--- src/rtl/mul_share_pkg.sv ---
// Shared widths and FSM encoding for the shared-multiplier arbiter.
package mul_share_pkg;

    localparam int unsigned OPW_W  = 4;
    localparam int unsigned PROD_W = 2 * OPW_W;

    typedef enum logic [1:0] {
        IDLE = 2'd0,
        MUL  = 2'd1,
        RESP = 2'd2
    } state_e;

endpackage

--- src/rtl/mul_share_arb_if.sv ---
// Requester and response channels of the shared-multiplier arbiter.
interface mul_share_arb_if
    import mul_share_pkg::*;
#(
    parameter int unsigned N   = 4,
    parameter int unsigned OPW = OPW_W,
    parameter int unsigned IDW = 2
);

    logic [N-1:0]       req_valid;
    logic [N-1:0]       req_ready;
    logic [N*OPW-1:0]   req_a;
    logic [N*OPW-1:0]   req_b;
    logic               rsp_valid;
    logic               rsp_ready;
    logic [2*OPW-1:0]   rsp_prod;
    logic [IDW-1:0]     rsp_id;
    logic               busy;

    // Requester/consumer side.
    modport master (
        output req_valid, req_a, req_b, rsp_ready,
        input  req_ready, rsp_valid, rsp_prod, rsp_id, busy
    );

    // Arbiter side.
    modport slave (
        input  req_valid, req_a, req_b, rsp_ready,
        output req_ready, rsp_valid, rsp_prod, rsp_id, busy
    );

endinterface

--- src/rtl/arr_mul.sv ---
// 4x4 unsigned combinational array multiplier: sum of shifted partial products.
module arr_mul (
    input  logic [3:0] a,
    input  logic [3:0] b,
    output logic [7:0] s
);

    // One partial-product row per multiplier bit, shifted into place.
    assign s = {4'b0000, a & {4{b[0]}}}
             + {3'b000,  a & {4{b[1]}}, 1'b0}
             + {2'b00,   a & {4{b[2]}}, 2'b00}
             + {1'b0,    a & {4{b[3]}}, 3'b000};

endmodule

--- src/rtl/mul_share_arb.sv ---
// Round-robin arbiter that time-shares one arr_mul among N requesters.
module mul_share_arb
    import mul_share_pkg::*;
#(
    parameter int unsigned N   = 4,
    parameter int unsigned OPW = OPW_W,
    parameter int unsigned IDW = 2
) (
    input  logic           clk,
    input  logic           rst,
    mul_share_arb_if.slave bus
);

    state_e              state_q;
    logic [OPW-1:0]      a_q;
    logic [OPW-1:0]      b_q;
    logic [IDW-1:0]      id_q;
    logic [IDW-1:0]      last_q;
    logic [PROD_W-1:0]   prod_q;
    logic                rsp_valid_q;
    logic                busy_q;

    logic [IDW:0]        pick_c;
    logic                gnt_vld_c;
    logic [IDW-1:0]      gnt_idx_c;
    logic [PROD_W-1:0]   prod_c;

    // Nearest valid index after 'last', wrapping modulo N; MSB flags a hit.
    // Scanning from the farthest candidate down lets the nearest one win.
    function automatic logic [IDW:0] rr_pick(input logic [N-1:0] valid,
                                             input logic [IDW-1:0] last);
        logic [IDW:0]   pick;
        logic [IDW-1:0] idx;
        pick = '0;
        for (int k = int'(N); k > 0; k--) begin
            idx = IDW'((int'(last) + k) % int'(N));
            if (valid[idx]) begin
                pick = {1'b1, idx};
            end
        end
        return pick;
    endfunction

    assign pick_c    = rr_pick(bus.req_valid, last_q);
    assign gnt_vld_c = pick_c[IDW];
    assign gnt_idx_c = pick_c[IDW-1:0];

    // Grant is combinational so the requester sees it in the accepting cycle.
    always_comb begin
        bus.req_ready = '0;
        if (state_q == IDLE && gnt_vld_c) begin
            bus.req_ready[gnt_idx_c] = 1'b1;
        end
    end

    arr_mul u_arr_mul (
        .a (a_q),
        .b (b_q),
        .s (prod_c)
    );

    // Sequencer: accept one operand pair, multiply, hold the result until taken.
    always_ff @(posedge clk) begin
        if (rst) begin
            state_q     <= IDLE;
            a_q         <= '0;
            b_q         <= '0;
            id_q        <= '0;
            last_q      <= IDW'(N - 1);
            prod_q      <= '0;
            rsp_valid_q <= 1'b0;
            busy_q      <= 1'b0;
        end else begin
            case (state_q)
                IDLE: begin
                    if (gnt_vld_c) begin
                        a_q     <= bus.req_a[32'(gnt_idx_c) * OPW +: OPW];
                        b_q     <= bus.req_b[32'(gnt_idx_c) * OPW +: OPW];
                        id_q    <= gnt_idx_c;
                        last_q  <= gnt_idx_c;
                        busy_q  <= 1'b1;
                        state_q <= MUL;
                    end
                end
                MUL: begin
                    prod_q      <= prod_c;
                    rsp_valid_q <= 1'b1;
                    state_q     <= RESP;
                end
                RESP: begin
                    if (bus.rsp_ready) begin
                        rsp_valid_q <= 1'b0;
                        busy_q      <= 1'b0;
                        state_q     <= IDLE;
                    end
                end
                default: begin
                    rsp_valid_q <= 1'b0;
                    busy_q      <= 1'b0;
                    state_q     <= IDLE;
                end
            endcase
        end
    end

    assign bus.rsp_valid = rsp_valid_q;
    assign bus.rsp_prod  = prod_q;
    assign bus.rsp_id    = id_q;
    assign bus.busy      = busy_q;

endmodule

--- src/flat_wrapper.sv ---
// flat-port wrapper written by rule: the top's interface ports become plain ports
module mul_share_arb_flat import mul_share_pkg::*;
#(
    parameter int unsigned N   = 4,
    parameter int unsigned OPW = OPW_W,
    parameter int unsigned IDW = 2
)
  (clk, rst, bus_req_valid, bus_req_a, bus_req_b, bus_rsp_ready, bus_req_ready, bus_rsp_valid, bus_rsp_prod, bus_rsp_id, bus_busy);
  mul_share_arb_if #(.N(N), .OPW(OPW), .IDW(IDW)) bus_i ();
  input  logic clk;
  input  logic rst;
  input wire logic [$bits(bus_i.req_valid)-1:0] bus_req_valid;
  input wire logic [$bits(bus_i.req_a)-1:0] bus_req_a;
  input wire logic [$bits(bus_i.req_b)-1:0] bus_req_b;
  input wire logic [$bits(bus_i.rsp_ready)-1:0] bus_rsp_ready;
  output wire logic [$bits(bus_i.req_ready)-1:0] bus_req_ready;
  output wire logic [$bits(bus_i.rsp_valid)-1:0] bus_rsp_valid;
  output wire logic [$bits(bus_i.rsp_prod)-1:0] bus_rsp_prod;
  output wire logic [$bits(bus_i.rsp_id)-1:0] bus_rsp_id;
  output wire logic [$bits(bus_i.busy)-1:0] bus_busy;
  assign bus_i.req_valid = bus_req_valid;
  assign bus_i.req_a = bus_req_a;
  assign bus_i.req_b = bus_req_b;
  assign bus_i.rsp_ready = bus_rsp_ready;
  assign bus_req_ready = bus_i.req_ready;
  assign bus_rsp_valid = bus_i.rsp_valid;
  assign bus_rsp_prod = bus_i.rsp_prod;
  assign bus_rsp_id = bus_i.rsp_id;
  assign bus_busy = bus_i.busy;
  mul_share_arb #(.N(N), .OPW(OPW), .IDW(IDW)) u_core (.clk(clk), .rst(rst), .bus(bus_i));
endmodule
--- config.mk ---
export PLATFORM = sky130hd
export DESIGN_NAME = mul_share_arb_flat
export DESIGN_NICKNAME = d
export VERILOG_FILES = /design/src/rtl/mul_share_pkg.sv /design/src/rtl/mul_share_arb_if.sv /design/src/rtl/arr_mul.sv /design/src/rtl/mul_share_arb.sv /design/src/flat_wrapper.sv
export SDC_FILE = /design/constraint.sdc
export NUM_CORES = 1
export LEC_CHECK = 0
export ABC_CLOCK_PERIOD_IN_PS = 4250
export CAP_MARGIN = 10
export CORE_MARGIN = 8
export CORE_UTILIZATION = 47
export CTS_CLUSTER_DIAMETER = 50
export CTS_CLUSTER_SIZE = 14
export DETAILED_ROUTE_END_ITERATION = 7
export DONT_BUFFER_PORTS = 1
export PLACE_DENSITY_LB_ADDON = 0.05
export REMOVE_ABC_BUFFERS = 1
export SLEW_MARGIN = 20
export SYNTH_ARGS = -nofsm -noshare
export SYNTH_HDL_FRONTEND = slang
export SYNTH_SLANG_ARGS = --single-unit
--- constraint.sdc ---
create_clock -name clk -period 4.25 [get_ports clk]
set_input_delay 1.275 -clock clk [delete_from_list [all_inputs] [get_ports clk]]
set_output_delay 1.275 -clock clk [all_outputs]
set_load 0.05 [all_outputs]
==> impl_metrics.yaml, run 1 <==
outcome:
  run_status: "finished, final reports clean"
route:
  met1Wirelength_mm: 1.73
  drc_violations_left: 0
  route.top_layer_used: "met4"
  firstDrtPassIters: 4
  detail_route.wl_per_cell_um: 15.0
  detailroute.via_count: 1333
  final_antenna_net_count: 0
  detailroute.wirelength.met2_mm: 1.62
  vias_per_cell: 5.51
  drt_first_iter_violations: 38
  routed_wl_mm: 3.63
  wl_met3_um: 259
synthesis:
  synth_common_cells: "31 x sky130_fd_sc_hd__nand2_1, 24 x sky130_fd_sc_hd__dfxtp_1, 14 x sky130_fd_sc_hd__nor2_1, 13 x sky130_fd_sc_hd__a21oi_1"
  ys_ff_latch: 24
  cell_type_with_the_largest_total_area_after_synthesis: "sky130_fd_sc_hd__dfxtp_1"
  mappedNetlistArea_um2: 1610
  ys_types: 37
  synthesis.instances: 192
  post-synth-top-count-cell: "sky130_fd_sc_hd__nand2_1"
  number_of_synthesized_flops_with_an_enable_pin: 0
  synth_area_per_cell_um2: 8.37
  asyncSetResetFlopFracSynth_pct: 0
  synth_top_area_share_pct: 29.9
  ys_top_cells_by_area: "sky130_fd_sc_hd__dfxtp_1 30%, sky130_fd_sc_hd__ha_1 7.8%, sky130_fd_sc_hd__nand2_1 7.2%"
  synthFlopType: "sky130_fd_sc_hd__dfxtp_1"
  yosysWarnings: 0
  seq_area_frac_synth_pct: 29.9
grt:
  grt_first_pass_wirelength_mm: 6.07
  first_global_vias: 1365
  grt_max_degree: 27
  grt_remaining_overflow: 0
  number_of_antenna_violations_at_the_first_check_in_global_routing: 0
  grt_util_all_layers_pct: 13.7
sta:
  post-route-period-util_pct: 87.2
  tightest_slew_ns: 0.584
  hold_violations: 0
  setup_ws_ns: 0.546
  clock.fmax_ghz: 0.270
  final.setup_skew_ns: 0.00205
  slew-limit-headroom_pct: 60.7
  endpoints_failing_setup: 0
  unrepaired_setup_endpoints_after_global_routing: "no"
  clock_period_minus_final_worst_setup_slack_ns: 3.70
  accumulated_negative_setup_slack_ns: 0
  final_slew_violations: 0
clocking:
  worst_skew_pair.late_latency_ns: 0.30
  cts_hold_repair.buffers: 0
  cts_inserted_buffers: 3
  resized_gates_after_cts: 0
  h-tree-depth: 1
  cts.clk_slew.worst_paths_ns: 0.13
  postCtsSetupBuffers: 0
  cts_tree: "yes"
  cts_root_buf: "sky130_fd_sc_hd__clkbuf_4"
  number_of_buffers_on_the_longest_clock_path: 2
  numClockSinks: 24
die:
  placeableCoreArea_um2: 3310
  die_width_um: 74.5
  floorplan.initialDensity_pct: 48.5
  design.die.area_um2: 5550
  top_level_ports: 55
  die_height_um: 74.5
  row_count: 21
pwr:
  switching_share_pct: 38.3
  comb_power_share_pct: 29.2
  leakagePower_nw: 0.763
  internal_power_w: 0.000377
  p_switching_w: 0.000234
  ir_drop_mv: 0.146
  clock_power_share_pct: 19.8
  pwr-share-seq_pct: 51.0
  p_per_area_nw_per_um2: 356
job:
  maxCapViolCount: 0
cells_and_area:
  n_antenna_cell: 0
  num-nets-final: 251
  seq_area_um2: 480
  multiInputGateArea_um2: 1060
  fillerInstances: 364
  final_layout_size_suffix_gt1_share_pct: 7.65
  area_growth_pct: 6.85
critical_path:
  end_kind: "primary output"
  worstSetupStartpointType: "input pin"
  critPathMaxFanout: 13
  timing.critical_path.arrival_ns: 2.43
  worstPathRequired_ns: 2.97
  setup.worst_path.class: "in2out"
min_path:
  hold_path_class: "reg2reg"
placed_design:
  place.gp.congestion: 0.869
  placement.setup.worst_slack_ns: 0.544
  place_hpwl_mm: 3.01
  placement.io_buffers: 0
critical path, stage by stage:
cell and delay [ns]:
sky130_fd_sc_hd__mux2_1 0.29, sky130_fd_sc_hd__a22oi_2 0.12, sky130_fd_sc_hd__buf_4 0.18, sky130_fd_sc_hd__nand2_1 0.19, sky130_fd_sc_hd__nor2_1 0.16, sky130_fd_sc_hd__buf_4 0.21
placed cells by master (no fill, tap or decap), drive strengths merged, types with 5 or more instances in the layout:
cell    Yosys  routed
nand2      31      31
dfxtp      24      24
nor2       14      14
a21oi      13      13
mux2i      10      10
ha         10      10
inv         8       8
nand3b      7       7
buf         3       7
and2        6       6
a21boi      6       6
and3        6       6
o21ai       6       6
o211ai      5       5
fa          5       5
area by class of cell:
type / instances / share of cell area [%]
Clock buffer: 4 / 2.11
Inverter: 8 / 1.75
Multi-Input combinational cell: 153 / 61.7
Sequential cell: 24 / 28.0
Tap cell: 46 / 3.35
Timing Repair Buffer: 7 / 3.06
registers in the layout (all words and copies together) (netlist names):
signal                count
u_core.a_q                4
u_core.b_q                4
u_core.bus.busy           1
u_core.bus.rsp_id         2
u_core.bus.rsp_prod       8
u_core.bus.rsp_valid      1
u_core.last_q             2
u_core.state_q            2
stage by stage:
step / area (um^2) / power [W] / utilization [%] / hold slack (ns) / cells
after global placement: 1680 / 0.000492 / 50.8 / 0.521 / 238
after CTS: 1720 / 0.000615 / 51.9 / 0.543 / 242
final: 1720 / 0.000611 / 51.9 / 0.539 / 242
after floorplan: 1570 / 0.000447 / - / 0.476 / 185
after global routing: 1720 / 0.000649 / 51.9 / 0.582 / 242
after detailed placement: 1680 / 0.000497 / 50.8 / 0.522 / 238
kinds of logic (layout without fill, tap and decap cells):
| family | Yosys count | count (layout) | synth area share, % |
|---|---|---|---|
| simple gates | 79 | 79 | 24.2 |
| compound gates | 45 | 45 | 19.2 |
| flops | 24 | 24 | 29.9 |
| fa+ha+maj | 15 | 15 | 14.0 |
| buf+inv | 15 | 19 | 4.13 |
| mux | 11 | 11 | 6.93 |
| xor+xnor | 3 | 3 | 1.64 |
power groups by stage:
| stage | Sequential (W) | Combinational (W) | Clock (W) |
|---|---|---|---|
| after global placement | 0.000316 | 0.000175 | 0 |
| after CTS | 0.000312 | 0.000180 | 0.000123 |
| after floorplan | 0.000306 | 0.000140 | 0 |
| after detailed placement | 0.000317 | 0.000180 | 0 |
| after global routing | 0.000317 | 0.000200 | 0.000132 |
| final | 0.000312 | 0.000178 | 0.000121 |
final timing paths:
| kind | slack [ns] | cells past startpoint | startpoint | endpoint |
|---|---|---|---|---|
| min | 0.54 | 2 | u_core.a_q[0]$_SDFFE_PP0P_ | u_core.bus.rsp_prod[0]$_SDFFE_PP0P_ |
| min reg2reg | 0.54 | 2 | u_core.a_q[0]$_SDFFE_PP0P_ | u_core.bus.rsp_prod[0]$_SDFFE_PP0P_ |
| max reg2reg | 1.18 | 11 | u_core.b_q[0]$_SDFFE_PP0P_ | u_core.bus.rsp_prod[7]$_SDFFE_PP0P_ |
| max | 0.55 | 6 | bus_req_valid[3] | bus_req_ready[2] |
metal layers:
metal | GRT usage [%] | up-vias
met5 | 0 | -
met4 | 3.04 | 0
met3 | 4.04 | 2
met2 | 22.8 | 39
met1 | 17.0 | 610
li1 | - | 682
No activity file was read; power rests on OpenSTA's default activity.
==> run 2: changes to the inputs <==
--- a/config.mk
+++ b/config.mk
@@ -13,6 +13,7 @@
 export CTS_CLUSTER_SIZE = 14
 export DETAILED_ROUTE_END_ITERATION = 7
 export DONT_BUFFER_PORTS = 1
+export GPL_TIMING_DRIVEN = 0
 export PLACE_DENSITY_LB_ADDON = 0.05
 export REMOVE_ABC_BUFFERS = 1
 export SLEW_MARGIN = 20
==> impl_metrics.yaml, run 2 (synthesis results as in run 1) <==
outcome:
  run_status: "finished, final reports clean"
die:
  design.die.area_um2: 5550
  die_height_um: 74.5
  die_width_um: 74.5
  row_count: 21
  placeableCoreArea_um2: 3310
  floorplan.initialDensity_pct: 48.5
  top_level_ports: 55
cells_and_area:
  area_growth_pct: 4.05
  num-nets-final: 244
  largest_register_ffs: 8
  seq_area_um2: 480
  n_antenna_cell: 0
  final_layout_size_suffix_gt1_share_pct: 5.85
  final_common_cell: "sky130_fd_sc_hd__nand2_1"
  mostFrequentLayoutCells: "30 x sky130_fd_sc_hd__nand2_1, 24 x sky130_fd_sc_hd__dfxtp_1, 13 x sky130_fd_sc_hd__a21oi_1"
  fillerInstances: 346
  multiInputGateArea_um2: 1080
critical_path:
  crit_start: "bus_req_valid[3]"
  end_kind: "primary output"
  cp-endpoint: "bus_req_ready[2]"
  worst-r2r-cell-count: 11
  cpPeakStageDelay_ns: 0.39
  critPathSlowestCell: "sky130_fd_sc_hd__a22oi_2"
  timing.critical_path.arrival_ns: 2.71
  critical_path.cell_chain: "mux2_1 -> a22oi_2 -> nand2_2 -> nor2_4"
  setup.worst_path.class: "in2out"
  worstPathRequired_ns: 2.97
  critPathMaxFanout: 13
  timing.rr.start: "u_core.b_q[0]$_SDFFE_PP0P_"
  worstSetupStartpointType: "input pin"
  r2r-end: "u_core.bus.rsp_prod[7]$_SDFFE_PP0P_"
  ff2ff_setup_slack_ns: 1.17
clocking:
  cts_inserted_buffers: 3
  postCtsSetupBuffers: 0
  cts_root_buf: "sky130_fd_sc_hd__clkbuf_4"
  cts_hold_repair.buffers: 0
  cts_tree: "yes"
  number_of_buffers_on_the_longest_clock_path: 2
  cts.clk_slew.worst_paths_ns: 0.13
  worst_skew_pair.late_latency_ns: 0.30
  h-tree-depth: 1
  numClockSinks: 24
sta:
  final_slew_violations: 0
  endpoints_failing_setup: 0
  setup_ws_ns: 0.270
  hold_violations: 0
  whs_ns: 0.542
  clock_period_minus_final_worst_setup_slack_ns: 3.98
  clock.fmax_ghz: 0.251
  tightest_slew_ns: 0.893
  unrepaired_setup_endpoints_after_global_routing: "no"
  post-route-period-util_pct: 93.7
  slew-limit-headroom_pct: 40.3
  final.setup_skew_ns: 0.000852
  accumulated_negative_setup_slack_ns: 0
route:
  firstDrtPassIters: 4
  detail_route.wl_per_cell_um: 15.7
  vias_per_cell: 5.54
  detailroute.via_count: 1296
  drt_first_iter_violations: 42
  routed_wl_mm: 3.67
  final_antenna_net_count: 0
  drc_violations_left: 0
job:
  maxCapViolCount: 0
grt:
  first_global_vias: 1415
  grt_util_all_layers_pct: 14.7
  grt_max_degree: 27
  grt_first_pass_wirelength_mm: 6.47
  number_of_antenna_violations_at_the_first_check_in_global_routing: 0
  grt_remaining_overflow: 0
pwr:
  leakagePower_nw: 0.721
  p_per_area_nw_per_um2: 348
  ir_drop_mv: 0.170
placed_design:
  place.gp.congestion: 0.802
  place_hpwl_mm: 3.00
  placement.io_buffers: 0
  placement.setup.worst_slack_ns: -0.384
min_path:
  hold_path_class: "reg2reg"
[run 2: cell count changes in the layout (fill, tap and decap cells not counted), sizes merged]
cell	before	now
buf	7	0
clkbuf	4	3
[run 2: metal layers]
| layer | up-vias | share of wire, % | track usage, % |
|---|---|---|---|
| li1 | 662 | - | - |
| met1 | 593 | 45 | 17.1 |
| met2 | 39 | 48 | 25.2 |
| met3 | 2 | 6.8 | 4.31 |
| met4 | 0 | 0.73 | 4.35 |
| met5 | - | 0 | 0 |
[run 2: worst min-delay path by stage]
stage | depth (start not counted) | endpoint | slack [ns] | startpoint
5_1_grt | 2 | u_core.bus.rsp_prod[0]$_SDFFE_PP0P_ | 0.59 | u_core.a_q[0]$_SDFFE_PP0P_
4_1_cts | 2 | u_core.bus.rsp_prod[0]$_SDFFE_PP0P_ | 0.54 | u_core.a_q[0]$_SDFFE_PP0P_
3_5_place_dp | 2 | u_core.bus.rsp_prod[0]$_SDFFE_PP0P_ | 0.52 | u_core.a_q[0]$_SDFFE_PP0P_
3_3_place_gp | 2 | u_core.last_q[0]$_SDFFE_PP1P_ | 0.52 | u_core.last_q[0]$_SDFFE_PP1P_
6_report | 2 | u_core.bus.rsp_prod[0]$_SDFFE_PP0P_ | 0.54 | u_core.a_q[0]$_SDFFE_PP0P_
2_1_floorplan | 2 | u_core.bus.rsp_prod[0]$_SDFFE_PP0P_ | 0.48 | u_core.a_q[0]$_SDFFE_PP0P_
[run 2: layout make-up]
cell class                 count  area share [%]
multi-input combinational    153            64.7
sequential                    24            28.7
tap                           46            3.44
inverter                       8            1.80
clock buffer                   3            1.35
[run 2: per-stage QoR]
step	utilization (%)	instance area, um^2	total power (W)	instances
2_1_floorplan	-	1570	0.000447	185
3_3_place_gp	49.2	1630	0.000478	231
3_5_place_dp	49.2	1630	0.000483	231
4_1_cts	50.4	1670	0.000588	234
5_1_grt	50.5	1670	0.000624	234
6_report	50.5	1670	0.000582	234
[run 2: repair_timing]
item                                    in CTS  in global routing
endpoints found under the setup margin       2                  1
gates cloned                                 0                  0
gates resized for setup                      5                  1
[run 2: critical path: cells and delay by family]
| family | cells | cell delay (ns) |
|---|---|---|
| AND/OR/NAND/NOR | 2 | 0.74 |
| AO/OA/AOI/OAI | 1 | 0.39 |
| multiplexers | 1 | 0.30 |
[run 2: power by group]
part	total [W]	internal, W	switching, W
Combinational	0.000171	0.0000636	0.000108
Sequential	0.000311	0.000252	0.0000592
Clock	0.0000997	0.0000331	0.0000667
Total	0.000582	0.000349	0.000234
